--- src/rtl/uart_cmd_assembler.sv ---
`default_nettype none
// ============================================================================
//  Module   : uart_cmd_assembler
//  Function : Collects NUM_BYTES received UART bytes (MSB first) into one
//             command word, with inter-byte timeout and overwrite flagging.
//  Revision : 1.0 - initial release
// ============================================================================
module uart_cmd_assembler #(
    parameter int NUM_BYTES   = 3,
    parameter int TIMEOUT_CYC = 26000
) (
    input  logic                   clk,
    input  logic                   rst_n,
    input  logic                   rx_rdy,
    input  logic [7:0]             rx_data,
    output logic                   clr_rx_rdy,
    output logic [8*NUM_BYTES-1:0] cmd,
    output logic                   cmd_rdy,
    input  logic                   clr_cmd_rdy,
    output logic                   frame_err,
    output logic                   cmd_ovr
);

    localparam int c_CMD_W = 8 * NUM_BYTES;
    localparam int c_CNT_W = $clog2(NUM_BYTES + 1);
    localparam int c_GAP_W = $clog2(TIMEOUT_CYC + 1);

    localparam logic [c_CNT_W-1:0] c_LAST_IDX   = c_CNT_W'(NUM_BYTES - 1);
    localparam logic [c_CNT_W-1:0] c_CNT_ONE    = c_CNT_W'(1);
    localparam logic [c_GAP_W-1:0] c_GAP_EXPIRE = c_GAP_W'(TIMEOUT_CYC - 1);
    localparam logic [c_GAP_W-1:0] c_GAP_MAX    = c_GAP_W'(TIMEOUT_CYC);
    localparam logic [c_GAP_W-1:0] c_GAP_ONE    = c_GAP_W'(1);

    typedef enum logic [0:0] {
        ST_WAIT = 1'b0,
        ST_ACK  = 1'b1
    } state_t;

    state_t               r_state;
    state_t               w_state_nxt;
    logic [c_CNT_W-1:0]   r_byte_cnt;
    logic [c_GAP_W-1:0]   r_gap_cnt;
    logic [c_CMD_W-1:0]   r_shift;
    logic [c_CMD_W-1:0]   r_cmd;
    logic                 r_cmd_rdy;
    logic                 r_clr_rx_rdy;
    logic                 r_frame_err;
    logic                 r_cmd_ovr;
    logic                 r_rx_taken;

    logic                 w_capture;
    logic                 w_complete;
    logic                 w_gap_run;
    logic                 w_timeout;
    logic [c_CMD_W-1:0]   w_shift_nxt;

    // A byte is only taken once rx_rdy has been seen low since the last
    // capture, so a receiver that drops its flag late is not read twice.
    always_comb begin
        w_state_nxt = r_state;
        w_capture   = 1'b0;
        case (r_state)
            ST_WAIT: begin
                if (rx_rdy && !r_rx_taken) begin
                    w_capture   = 1'b1;
                    w_state_nxt = ST_ACK;
                end
            end
            ST_ACK:  w_state_nxt = ST_WAIT;
            default: w_state_nxt = ST_WAIT;
        endcase
        w_complete  = w_capture && (r_byte_cnt == c_LAST_IDX);
        w_gap_run   = (r_state == ST_WAIT) && (r_byte_cnt != '0) && !rx_rdy;
        w_timeout   = w_gap_run && (r_gap_cnt == c_GAP_EXPIRE);
        w_shift_nxt = {r_shift[c_CMD_W-9:0], rx_data};
    end

    always_ff @(posedge clk or negedge rst_n) begin
        if (!rst_n) begin
            r_state <= ST_WAIT;
        end else begin
            r_state <= w_state_nxt;
        end
    end

    always_ff @(posedge clk or negedge rst_n) begin
        if (!rst_n) begin
            r_byte_cnt   <= '0;
            r_gap_cnt    <= '0;
            r_shift      <= '0;
            r_cmd        <= '0;
            r_cmd_rdy    <= 1'b0;
            r_clr_rx_rdy <= 1'b0;
            r_frame_err  <= 1'b0;
            r_cmd_ovr    <= 1'b0;
            r_rx_taken   <= 1'b0;
        end else begin
            r_clr_rx_rdy <= w_capture;
            r_frame_err  <= w_timeout;
            r_cmd_ovr    <= w_complete && r_cmd_rdy && !clr_cmd_rdy;

            if (w_capture) begin
                r_rx_taken <= 1'b1;
            end else if (!rx_rdy) begin
                r_rx_taken <= 1'b0;
            end

            // Capture takes priority over expiry: a byte on the expiry cycle continues the frame.
            if (w_capture) begin
                r_shift    <= w_shift_nxt;
                r_gap_cnt  <= '0;
                r_byte_cnt <= w_complete ? '0 : (r_byte_cnt + c_CNT_ONE);
            end else if (w_timeout) begin
                r_byte_cnt <= '0;
                r_gap_cnt  <= '0;
            end else if (r_byte_cnt == '0) begin
                r_gap_cnt  <= '0;
            end else if (w_gap_run && (r_gap_cnt != c_GAP_MAX)) begin
                r_gap_cnt  <= r_gap_cnt + c_GAP_ONE;
            end

            if (w_complete) begin
                r_cmd     <= w_shift_nxt;
                r_cmd_rdy <= 1'b1;
            end else if (clr_cmd_rdy) begin
                r_cmd_rdy <= 1'b0;
            end
        end
    end

    assign clr_rx_rdy = r_clr_rx_rdy;
    assign cmd        = r_cmd;
    assign cmd_rdy    = r_cmd_rdy;
    assign frame_err  = r_frame_err;
    assign cmd_ovr    = r_cmd_ovr;

endmodule
`default_nettype wire
--- config.mk ---
export PLATFORM = sky130hd
export DESIGN_NAME = uart_cmd_assembler
export DESIGN_NICKNAME = d
export VERILOG_FILES = /design/src/rtl/uart_cmd_assembler.sv
export SDC_FILE = /design/constraint.sdc
export NUM_CORES = 1
export LEC_CHECK = 0
export ABC_CLOCK_PERIOD_IN_PS = 4700
export BUFFER_PORTS_ARGS = -buffer_cell sky130_fd_sc_hd__buf_4
export CAP_MARGIN = 20
export CORE_MARGIN = 8
export CORE_UTILIZATION = 49
export CTS_BUF_LIST = sky130_fd_sc_hd__clkbuf_4
export DETAILED_ROUTE_END_ITERATION = 8
export GPL_ROUTABILITY_DRIVEN = 0
export GPL_TIMING_DRIVEN = 0
export PLACE_DENSITY = 0.79
export RECOVER_POWER = 100
export SKIP_LAST_GASP = 1
export SLEW_MARGIN = 20
export SYNTH_ARGS = -nofsm -noshare
export SYNTH_HDL_FRONTEND = slang
export SYNTH_SLANG_ARGS = --single-unit
--- constraint.sdc ---
create_clock -name clk -period 4.7 [get_ports clk]
set_input_delay 0.235 -clock clk [delete_from_list [all_inputs] [get_ports clk]]
set_output_delay 0.235 -clock clk [all_outputs]
set_load 0.02 [all_outputs]
==> results.toml <==
[status]
status = "finished, final reports clean"

[die]
die-area_sq_um = 7950
ioPinCount = 40
initial_core_util = 0.510
die_width_um = 89.1
die_y_um = 89.1
rows = 26
coreArea_sq_um = 5140

[synth]
synth_mux_area_frac = 0.172
syn_area_sq_um = 2620
synth-main-ff-cell = "dfrtp_1"
synth.yosys.warnings = 0
synthXorXnorAreaFrac = 0.0301
post-synth-top-count-cell = "dfrtp_1"
yosysSeqAreaShare = 0.592
synthAdderAreaFrac = 0.00955
synth_top_area_cell = "dfrtp_1"
synth_edf_count = 0
ys_async_sr_fraction = 1.00
synth-compound-area-share = 0.0401
synth_area_leaders = "dfrtp_1 59%, mux2_2 17%, xor2_1 2.3%"
synth_top_family_by_area = "multiplexers"
synth_top_cells_by_count = "62 x dfrtp_1, 40 x mux2_2, 16 x nor2_1"
syn-num-nets = 211
ys_types = 36
syn_inst = 197
synth_top_area_frac = 0.592
ys_seq_elements = 62
avgSynthCellArea_sq_um = 13.3
synth_simple_gate_area_frac = 0.138

[placed_design]
hpwl_mm = 3.59
io_buffer_count = 39
dp_cells = 306

[critical_path]
reg2reg_depth = 5
crit_path_end_kind = "flip-flop"
path_class = "flip-flop to flip-flop"
crit_fanout = 10
path_depth = 5
startpoint = "clr_rx_rdy"
r2r_slack_ns = 2.30
worstPathArrival_ns = 2.66
timing.rr.start = "clr_rx_rdy"
slowest_stage = "o31ai_1"
cp_cell_sequence = "and4bb_1 -> nand2_1 -> o31ai_1 -> clkbuf_1 -> nor2_1"
r2r_end = "r_gap_cnt[6]"
required_ns = 4.96
crit_end = "r_gap_cnt[6]"
slowest_delay_ns = 0.65
critPathTopFamily = "simple AND/OR/NAND/NOR gates"
cp-start-kind = "flip-flop"
worst-path-buf-inv = 1

[cts]
clk_pin_slew_ns = 0.11
clockBufferDepth = 2
cts_tree = "done"
post_cts.resized_instances = 0
h-tree-depth = 3
clk_latency_ns = 0.40
numCtsBuffers = 9
cts.sinks = 62
cts_root_buf = "clkbuf_4"

[route]
drtAntennaViolNets = 0
dr.pass1.iters = 4
drc = 0
routedWlPerCell_um = 15.8
drt_iter0_markers = 54
routed_wl_mm = 5.10
dr_total_vias = 1702
via_per_inst = 5.27

[global_route]
track_usage = 0.145
antenna_found_initial = 0
grt_max_degree = 63
grt_pass1_vias = 1798
grt_first_pass_wirelength_mm = 8.59
gr-total-overflow = 0

[run]
drv_cap = 0

[min_path]
holdPathStages = 2
hp-class = "primary input to flip-flop"
worstHoldStart = "rx_data[3]"

[timing]
slew_headroom = 0.493
setup_viol = 0
fin_skew_ns = 0.0168
period_share = 0.510
fmax_mhz = 417
timing.hold.ws_ns = 0.0659
finalHoldViolCount = 0
fin_crit_ns = 2.40
tns_ns = 0
final_max_slew_viol_count = 0
rsz0062_at_grt = "false"
worst_slew_pin_slew_ns = 0.754

[power_and_ir_drop]
p_leak_nw = 1.32
powerDensity_nw_per_um2 = 561
vdd_drop_max_mv = 0.322

[final_layout]
fin_cells = 323
antennaDiodeCount = 0
area_delta_synth_final_pct = 16.8
drive_gt1_frac = 0.285
final_nets = 262
logic make-up after synthesis:
logic type,Yosys count
DFF,62
and+or+nand+nor,60
muxes,40
AOI/OAI and AO/OA,14
buffers and inverters,10
xor gates and xnor gates,9
adders and majority gates,2
layout by cell type, fill, tap and decap left out, types with 5 or more instances in the layout:
cell type	count
a21oi_1	5
buf_4	12
clkbuf_1	33
clkbuf_4	10
dfrtp_1	62
mux2_2	40
nand2_1	7
nand3_1	5
nand4_1	7
nor2_1	16
xor2_1	7
power breakdown:
group | total, mW | switching [mW] | internal (mW)
Combinational | 0.471 | 0.285 | 0.187
Sequential | 0.777 | 0.0895 | 0.687
Clock | 0.469 | 0.195 | 0.275
timing repair:
action                                 CTS  global route
endpoints found under the hold margin   62             0
hold buffers                             1             0
setup buffers                            0             0
how the worst min path moves through the flow:
| stage | to | slack [ns] |
|---|---|---|
| finish | cmd[3] | 0.07 |
| global route | r_shift[3] | 0.04 |
| CTS | cmd[1] | 0.05 |
| detailed placement | r_gap_cnt[6] | 0.36 |
| global placement | r_gap_cnt[10] | 0.35 |
| floorplan | clr_rx_rdy | -0.06 |
state kept, by name, indices dropped and copies added (netlist names):
| name | flops |
|---|---|
| frame_err | 1 |
| cmd_rdy | 1 |
| r_shift | 16 |
| r_byte_cnt | 2 |
| clr_rx_rdy | 1 |
| cmd_ovr | 1 |
| r_gap_cnt | 15 |
| r_rx_taken | 1 |
| cmd | 24 |
routing by layer:
metal  track usage  wire length [um]  vias to the layer above  share of wire
li1              -                 -                      814              -
met2         0.224              2400                       42           0.47
met5             0                 0                        -              0
met3        0.0763               367                        8          0.072
met1         0.172              2290                      838           0.45
met4        0.0438                52                        0          0.010
area by class of cell:
class / count / area [sq um]
inverters: 4 / 15.0
flip-flops and latches: 62 / 1550
clock buffers: 10 / 75.1
well taps: 70 / 87.6
plain buffers: 6 / 26.3
clock inverters: 6 / 110
repair buffers: 40 / 198
multi-input cells: 125 / 1000
fillers: 464 / 2080
per-stage QoR:
stage / power [mW] / setup slack [ns] / cell area, sq um / utilization
after floorplan: 1.11 / 2.99 / 2620 / -
after global placement: 1.35 / 2.85 / 3000 / 0.584
after detailed placement: 1.37 / 2.81 / 3000 / 0.584
after CTS: 1.84 / 2.80 / 3200 / 0.622
after global routing: 1.82 / 2.07 / 3060 / 0.596
final: 1.72 / 2.30 / 3060 / 0.596
worst reg2reg max path, cell delays in order (launching register included):
cell,delay (ns)
dfrtp_1,0.47
and4bb_1,0.43
nand2_1,0.16
o31ai_1,0.65
clkbuf_1,0.45
nor2_1,0.11
No activity file was read; power rests on OpenSTA's default activity.
